File: config.mk
export PLATFORM = sky130hd
export DESIGN_NAME = apb_bridge_controller
export DESIGN_NICKNAME = d
export VERILOG_FILES = /design/src/rtl/apb_bridge_controller.sv
export SDC_FILE = /design/constraint.sdc
export NUM_CORES = 1
export LEC_CHECK = 0
export BUFFER_PORTS_ARGS = -buffer_cell sky130_fd_sc_hd__buf_2
export CELL_PAD_IN_SITES_DETAIL_PLACEMENT = 1
export CELL_PAD_IN_SITES_GLOBAL_PLACEMENT = 2
export CORE_ASPECT_RATIO = 2
export CORE_MARGIN = 3
export CORE_UTILIZATION = 23
export CTS_BUF_LIST = sky130_fd_sc_hd__clkbuf_8
export CTS_CLUSTER_SIZE = 24
export DETAILED_ROUTE_END_ITERATION = 16
export GPL_ROUTABILITY_DRIVEN = 0
export HOLD_SLACK_MARGIN = 0.15
export PLACE_DENSITY_LB_ADDON = 0.1
export SETUP_SLACK_MARGIN = 0.15
export SLEW_MARGIN = 20
export SYNTH_ARGS = -nofsm -noshare
export SYNTH_HDL_FRONTEND = slang
export SYNTH_SLANG_ARGS = --single-unit
File: constraint.sdc
create_clock -name Hclk -period 1.6 [get_ports Hclk]
set_input_delay 0.08 -clock Hclk [delete_from_list [all_inputs] [get_ports Hclk]]
set_output_delay 0.08 -clock Hclk [all_outputs]
set_load 0.05 [all_outputs]
File: src/rtl/apb_bridge_controller.sv
// APB master sequencer for the AHB-to-APB bridge: decodes the slave from the address,
// runs SETUP/ACCESS with wait states, and returns OKAY or a two-cycle AHB ERROR.
module apb_bridge_controller #(
    parameter int ADDR_WIDTH = 32,
    parameter int DATA_WIDTH = 32,
    parameter int NUM_SLAVES = 3,
    parameter int SEL_LSB    = 28,
    parameter int TIMEOUT    = 16
) (
    input  logic                  Hclk,
    input  logic                  Hreset,
    input  logic                  valid,
    input  logic [ADDR_WIDTH-1:0] Haddr,
    input  logic                  Hwrite,
    input  logic [DATA_WIDTH-1:0] Hwdata,
    output logic                  Hreadyout,
    output logic                  Hresp,
    output logic [DATA_WIDTH-1:0] Hrdata,
    output logic [NUM_SLAVES-1:0] Psel,
    output logic                  Penable,
    output logic                  Pwrite,
    output logic [ADDR_WIDTH-1:0] Paddr,
    output logic [DATA_WIDTH-1:0] Pwdata,
    input  logic [DATA_WIDTH-1:0] Prdata,
    input  logic                  Pready,
    input  logic                  Pslverr
);

    localparam int SEL_W = (NUM_SLAVES > 1) ? $clog2(NUM_SLAVES) : 1;
    localparam int CNT_W = (TIMEOUT > 0) ? $clog2(TIMEOUT + 1) : 1;
    localparam logic [SEL_W:0]   NUM_SLAVES_W = (SEL_W + 1)'(NUM_SLAVES);
    localparam logic [CNT_W-1:0] CNT_LAST     = (TIMEOUT > 0) ? CNT_W'(TIMEOUT - 1) : '0;
    localparam logic [CNT_W-1:0] CNT_MAX      = '1;

    typedef enum logic [2:0] {
        S_IDLE,
        S_WWAIT,
        S_SETUP,
        S_ACCESS,
        S_DONE,
        S_ERR1,
        S_ERR2
    } state_t;

    state_t                r_state;
    logic [SEL_W-1:0]      r_idx;
    logic [CNT_W-1:0]      r_wait_cnt;
    logic [ADDR_WIDTH-1:0] r_paddr;
    logic                  r_pwrite;
    logic [DATA_WIDTH-1:0] r_pwdata;
    logic [DATA_WIDTH-1:0] r_hrdata;

    logic                  w_ready_state;
    logic                  w_sel_active;
    logic [SEL_W-1:0]      w_haddr_idx;
    logic                  w_decode_err;
    logic                  w_timeout;

    assign w_ready_state = (r_state == S_IDLE) || (r_state == S_DONE) || (r_state == S_ERR2);
    assign w_sel_active  = (r_state == S_SETUP) || (r_state == S_ACCESS);
    assign w_haddr_idx   = Haddr[SEL_LSB +: SEL_W];
    assign w_decode_err  = ({1'b0, w_haddr_idx} >= NUM_SLAVES_W);
    // The counter holds the number of ACCESS cycles already spent waiting.
    assign w_timeout     = (TIMEOUT != 0) && (r_wait_cnt == CNT_LAST) && !Pready;

    always_ff @(posedge Hclk) begin
        if (Hreset) begin
            r_state    <= S_IDLE;
            r_idx      <= '0;
            r_wait_cnt <= '0;
            r_paddr    <= '0;
            r_pwrite   <= 1'b0;
            r_pwdata   <= '0;
            r_hrdata   <= '0;
        end else begin
            case (r_state)
                S_IDLE, S_DONE, S_ERR2: begin
                    if (valid) begin
                        r_paddr  <= Haddr;
                        r_pwrite <= Hwrite;
                        r_idx    <= w_haddr_idx;
                        if (w_decode_err)
                            r_state <= S_ERR1;
                        else if (Hwrite)
                            r_state <= S_WWAIT;
                        else
                            r_state <= S_SETUP;
                    end else begin
                        r_state <= S_IDLE;
                    end
                end
                S_WWAIT: begin
                    r_pwdata <= Hwdata;
                    r_state  <= S_SETUP;
                end
                S_SETUP: begin
                    r_wait_cnt <= '0;
                    r_state    <= S_ACCESS;
                end
                S_ACCESS: begin
                    if (Pready) begin
                        if (Pslverr) begin
                            r_state <= S_ERR1;
                        end else begin
                            if (!r_pwrite)
                                r_hrdata <= Prdata;
                            r_state <= S_DONE;
                        end
                    end else if (w_timeout) begin
                        r_state <= S_ERR1;
                    end else if (r_wait_cnt != CNT_MAX) begin
                        r_wait_cnt <= r_wait_cnt + 1'b1;
                    end
                end
                S_ERR1:  r_state <= S_ERR2;
                default: r_state <= S_IDLE;
            endcase
        end
    end

    assign Hreadyout = w_ready_state;
    assign Hresp     = (r_state == S_ERR1) || (r_state == S_ERR2);
    assign Penable   = (r_state == S_ACCESS);
    assign Pwrite    = r_pwrite;
    assign Paddr     = r_paddr;
    assign Pwdata    = r_pwdata;
    assign Hrdata    = r_hrdata;

    genvar gi;
    generate
        for (gi = 0; gi < NUM_SLAVES; gi++) begin : g_psel
            assign Psel[gi] = w_sel_active && (r_idx == SEL_W'(gi));
        end
    endgenerate

endmodule
# ---- Word level (Yosys, flattened, before mapping)
# Cells that the tools add are included.
dict set report classes {
  bitwise_logic 2
  n_reduce_logical 16
  order_cmp 1
  mux 11
  n_eq_ne 14
  n_addsub 1
}
# cell n
set op_table {}
lappend op_table {{5-bit two-way mux} 3}
lappend op_table {{3-bit case mux with 5 select lines} 1}
lappend op_table {{3-bit two-way mux} 4}
lappend op_table {{5-bit case mux with 2 select lines} 1}
lappend op_table {{3-bit == test (second input constant)} 3}
lappend op_table {{4-bit AND reduction} 2}
lappend op_table {{3-bit by 2-bit == test with 1-bit output (second input constant)} 2}
lappend op_table {{5-bit by 1-bit adder with 5-bit output (second input constant)} 1}
lappend op_table {{5-bit by 4-bit == test with 1-bit output (second input constant)} 1}
lappend op_table {{5-bit inequality test (second input constant)} 1}
lappend op_table {{1-bit logical AND} 4}
lappend op_table {{1-bit logical OR} 4}
lappend op_table {{2-bit inequality test (second input constant)} 2}
lappend op_table {{3-bit by 1-bit == test with 1-bit output (second input constant)} 1}
lappend op_table {{3-bit zero test} 1}
lappend op_table {{3-bit by 1-bit inequality test with 1-bit output (second input constant)} 1}
lappend op_table {{3-bit OR reduction} 1}
lappend op_table {{2-bit by 1-bit == test with 1-bit output (second input constant)} 1}
lappend op_table {{2-bit == test (second input constant)} 1}
lappend op_table {{2-bit greater-or-equal comparator (second input constant)} 1}
lappend op_table {{2-bit zero test} 1}
lappend op_table {{2-bit two-way mux} 1}
lappend op_table {{2-bit by 1-bit inequality test with 1-bit output (second input constant)} 1}
lappend op_table {{1-bit inverter} 2}
lappend op_table {{4 further kinds} 4}
dict set report totals {
  wordCells 52
  in_bits 102
  reg_bits 107
  out_inout_bits 103
}

# ---- Logic depth before layout (Yosys ltp)
dict set report depth {
  word_depth 5
  ltp_mapped 6
}

# ---- Worst setup path after synthesis
# OpenSTA, ideal clock, no wires.
dict set report synth_path {
  path_kind {register to output}
  startpoint {register r_state[2]}
  endpoint {output port Psel[1]}
  stages_incl_launch_ff 6
  path_slack_ns -0.507
  arrival_time_ns 2.027
  cell_sequence {dfxtp_1 > buf_4 > nand2b_1 > clkbuf_1 > buf_2 > nor3b_1}
}
dict set report synth_between {
  elab_chain_len 3
  word_cells_on_any_way 4
  classes_between {2 x eq/ne; 2 x reduce/logical}
}
# element line_no
set synth_rtl {}
lappend synth_rtl {{start, declared} 45} ;# state_t r_state;
lappend synth_rtl {{start signal, assigned} 68} ;# r_state <= S_IDLE;
lappend synth_rtl {{start signal, assigned} 83} ;# r_state <= S_ERR1;
lappend synth_rtl {{start signal, assigned} 85} ;# r_state <= S_WWAIT;
lappend synth_rtl {{3-bit by 2-bit == test with 1-bit output} 60} ;# assign w_sel_active = (r_state == S_SETUP) || (r_state == S_ACCESS);
lappend synth_rtl {{1-bit logical OR (*)} 60}
lappend synth_rtl {{1-bit logical AND (*)} 132} ;# assign Psel[gi] = w_sel_active && (r_idx == SEL_W'(gi));
lappend synth_rtl {{end, declared} 19} ;# output logic [NUM_SLAVES-1:0] Psel,
# Mark *: on every way between the ends. The rest lies on a longest branch, timed or not.

# ---- Worst setup path after layout
dict set report layout_path {
  startpoint {register r_wait_cnt[1]}
  endpoint {register r_wait_cnt[0]}
}
dict set report layout_between {
  elab_chain_len 4
  word_cells_on_any_way 6
  classes_between {4 x eq/ne; 2 x reduce/logical}
}
# element line_no
set layout_rtl {}
lappend layout_rtl {{start, declared} 47} ;# logic [CNT_W-1:0] r_wait_cnt;
lappend layout_rtl {{start signal, assigned} 112} ;# r_wait_cnt <= r_wait_cnt + 1'b1;
lappend layout_rtl {{5-bit by 4-bit == test with 1-bit output} 64} ;# assign w_timeout = (TIMEOUT != 0) && (r_wait_cnt == CNT_LAST) && !Pready;
lappend layout_rtl {{1-bit logical AND} 64}
lappend layout_rtl {{2-bit inequality test (no source line)} -}
lappend layout_rtl {{4-bit AND reduction (no source line) (*)} -}
# Marked as above.
# A chain may end at the register's enable or synchronous reset.

==> out/qor.csv <==
stage;metric;value;unit
grt;grt.overflow.total;0;
timing;final_min_period_over_clock_period;100.0;%
yosys;synth.lib_cells_used.distinct;39;
cells_and_area;final_layout_size_suffix_gt1_share;35.71;%
timing;slew_viol_final;0;
yosys;yosysWarnings;0;
timing;finalWorstSetupSlack;-0.0001266;ns
yosys;synth_area_per_cell;8.278;um^2
placement;place_area;5562;um^2
grt;grt_pass1_vias;5331;
clocking;cts.sinks;105;
floorplanning;io_pins;205;
floorplanning;starting_density_of_the_core;23.67;%
yosys;synth_seq_cells;105;
pwr;p_leak;3.090;nW
grt;first_pass_grt_wire_length;26510;um
critical_path;timing.critical_path.required;1.88;ns
clocking;clock_path_buffers;2;
cells_and_area;nNetsFinal;926;
cells_and_area;number_of_standard_cells_in_the_layout_taps_in_and_fillers_out;1040;
grt;largest_net_degree_at_the_start_of_global_routing;60;
placement;placed_cells;902;
pwr;max-vdd-ir-drop;0.4120;mV
floorplanning;fp.dieW;101.9;um
critical_path;endpoint_kind;register;
cells_and_area;commonest_cells_after_routing_fill_and_taps_aside;buf_2, a21oi_1, dfxtp_1;
clocking;htree_num_levels;3;
critical_path;critPathMaxFanout;7;
floorplanning;num_rows;69;
yosys;synth.largest_area_cell;dfxtp_1;
clocking;insertion_delay;0.38;ns
drt;number_of_nets_with_antenna_violations_after_detailed_routing;0;
floorplanning;die_area;20150;um^2
hold_path;holdPathEnd;r_state[2];
timing;max_freq;625.0;MHz
pwr;p_per_area;1018;nW/um^2
timing;hold_ws;0.2061;ns
clocking;ctsRootBufferMaster;clkbuf_8;
hold_path;timing.hold.worst_path_depth;4;
floorplanning;placeableCoreArea;17870;um^2
timing;fin_crit;1.600;ns
cells_and_area;design_area;7146;um^2
timing;worstMarginPinSlew;0.5409;ns
critical_path;cp.arrival;1.88;ns
drt;residual_drc_count;0;
clocking;cts_inserted_buffers;9;
critical_path;cp_slowest_cell;dfxtp_2;
critical_path;endpoint_of_the_worst_slack_reg_to_reg_timing_path;r_wait_cnt[0];
drt;routed_wirelength;17650;um
grt;gr-usage-all-layers;16.79;%
critical_path;critical-path-top-cell-by-count;ha_4;
status;run_status;finished with violations;
drt;detail_route.wl_per_cell;16.97;um
hold_path;hold_path_class;in2reg;
timing;timing_hold_violations_final;0;
timing;final.setup.tns;-0.0001266;ns
yosys;mappedNetlistArea;4230;um^2
drt;drt_iter0_drc;86;
drt;routed-via-count;4970;
timing;relSlewSlack;63.94;%
yosys;synth_area_leaders;dfxtp_1, a21oi_1, nand3_1;
placement;detailed_place_hpwl;11780;um
critical_path;crit_path_start_kind;register;
drt;drtPass1Iterations;4;
critical_path;regToRegStartpoint;r_wait_cnt[1];
cells_and_area;area_overhead_vs_synth;68.91;%
hold_path;worstHoldStart;valid;
critical_path;path_class;reg2reg;
critical_path;r2r.worst_path.cells;7;
drt;routed_via_density;4.779;
yosys;synthesis.nets;616;
cells_and_area;post-route-util;39.98;%
placement;port-buffer-count;204;
timing;grt_setup_unrepaired;true;
critical_path;timing.critical_path.cells;ha_4 -> and3_4 -> ha_4 -> nor3_4 -> buf_12 -> mux2i_2 -> o21ai_1;
yosys;synth_cells;511;
clocking;clkTransAtPathRegs;0.10;ns
critical_path;cpPeakStageDelay;0.35;ns
status;failed_checks;negative setup slack;
timing;fin_skew;0.01084;ns
yosys;synth_top_area_share;49.69;%
cells_and_area;layout.cells.most_common;buf_2;
clocking;tritoncts;done;
floorplanning;floorplan.die.height;197.8;um
critical_path;reg2reg_setup_slack;-0.0001;ns
grt;grt_antenna_before_repair;0;
timing;setup-violations-final;1;
job;maxcap_viol_count;0;
yosys;yosysSeqAreaShare;49.69;%
## cell usage after synthesis (all sizes together)
master / count
a21oi: 101
inv: 1
or2b: 1
nand4: 2
or4: 1
nand2: 68
nand3: 65
or3b: 2
mux2i: 1
o31a: 2
nand3b: 3
nor3: 2
clkinv: 1
nor2: 1
a311oi: 1
clkbuf: 18
and3: 2
nor3b: 6
o21a: 1
nand4b: 1
nor2b: 6
nand2b: 5
buf: 33
a31oi: 4
a21o: 2
ha: 3
and4b: 1
o21ai: 71
a31o: 1
dfxtp: 105
## through the flow
stage | worst slack, ns | power, mW
4_1_cts | 0.01583 | 7.229
2_1_floorplan | 0.01966 | 4.382
3_5_place_dp | -0.02644 | 5.032
6_report | -0.0001266 | 7.278
3_3_place_gp | 0.007500 | 5.001
5_1_grt | -0.05369 | 7.680
## worst max path at each step
stage,slack (ns),end,startpoint,depth (start not counted)
2_1_floorplan,0.02,Psel[0],r_state[2],5
3_3_place_gp,0.007,r_wait_cnt[0],r_wait_cnt[1],6
3_5_place_dp,-0.03,r_wait_cnt[0],r_wait_cnt[1],6
4_1_cts,0.02,Hresp,r_state[0],4
5_1_grt,-0.05,r_wait_cnt[0],r_wait_cnt[0],7
6_report,-0.0001,r_wait_cnt[0],r_wait_cnt[1],7
## power breakdown
group	switching, mW	total [mW]	internal [mW]
clock network	0.955	1.82	0.869
logic	1.60	2.54	0.941
registers	0.109	2.92	2.81
total	2.66	7.28	4.62
## layout make-up
class	count	area [um^2]
fillers	2119	10730
repair buffers	350	2574
flip-flops and latches	105	2113
multi-input cells	353	1967
well taps	213	266.5
clock buffers	9	123.9
clock inverters	7	86.33
inverters	2	12.51
diodes	1	2.502
## sequential cells by signal, summed over array words and instances, names as in the netlist
signal / cells
Pwrite: 1
Hrdata: 32
Paddr: 31
r_idx: 1
r_state: 3
Pwdata: 32
r_wait_cnt: 5
## kinds of logic (layout without fill, tap and decap cells)
| kind of cell | count (synthesis) | after routing | synth area share (%) |
|---|---|---|---|
| mux | 1 | 1 | 0.2366 |
| other cells | 0 | 1 | 0 |
| flops | 105 | 105 | 49.69 |
| simple gates | 166 | 166 | 19.79 |
| fa+ha+maj | 3 | 3 | 0.8874 |
| compound gates | 183 | 183 | 22.48 |
| buf+inv | 53 | 368 | 6.921 |
## critical path: cells and delay by family, from the launching register on
family	cells	cell delay (ns)
buffers and inverters	1	0.15
AND/OR/NAND/NOR	2	0.40
adder cells (fa/ha/maj)	2	0.32
flip-flops	1	0.35
AO/OA/AOI/OAI	1	0.07
multiplexers	1	0.20
## layer usage
layer | routed length, um | vias to the layer above | track usage (%)
li1 | - | 2404 | -
met1 | 6442 | 2400 | 15.89
met2 | 9959 | 136 | 33.41
met3 | 705 | 30 | 2.891
met4 | 542 | 0 | 7.883
met5 | 0 | - | 0
## repair_timing
| action | 4_1_cts | 5_1_grt |
|---|---|---|
| cloned | 0 | 2 |
| resized for setup | 31 | 21 |
| setup endpoints to repair | 35 | 59 |
| hold endpoints to repair | 99 | 0 |
| pin swaps | 9 | 6 |
| setup buffers | 11 | 9 |
| hold buffers | 99 | 0 |
Note: power is estimated with default switching activity, not from simulation.
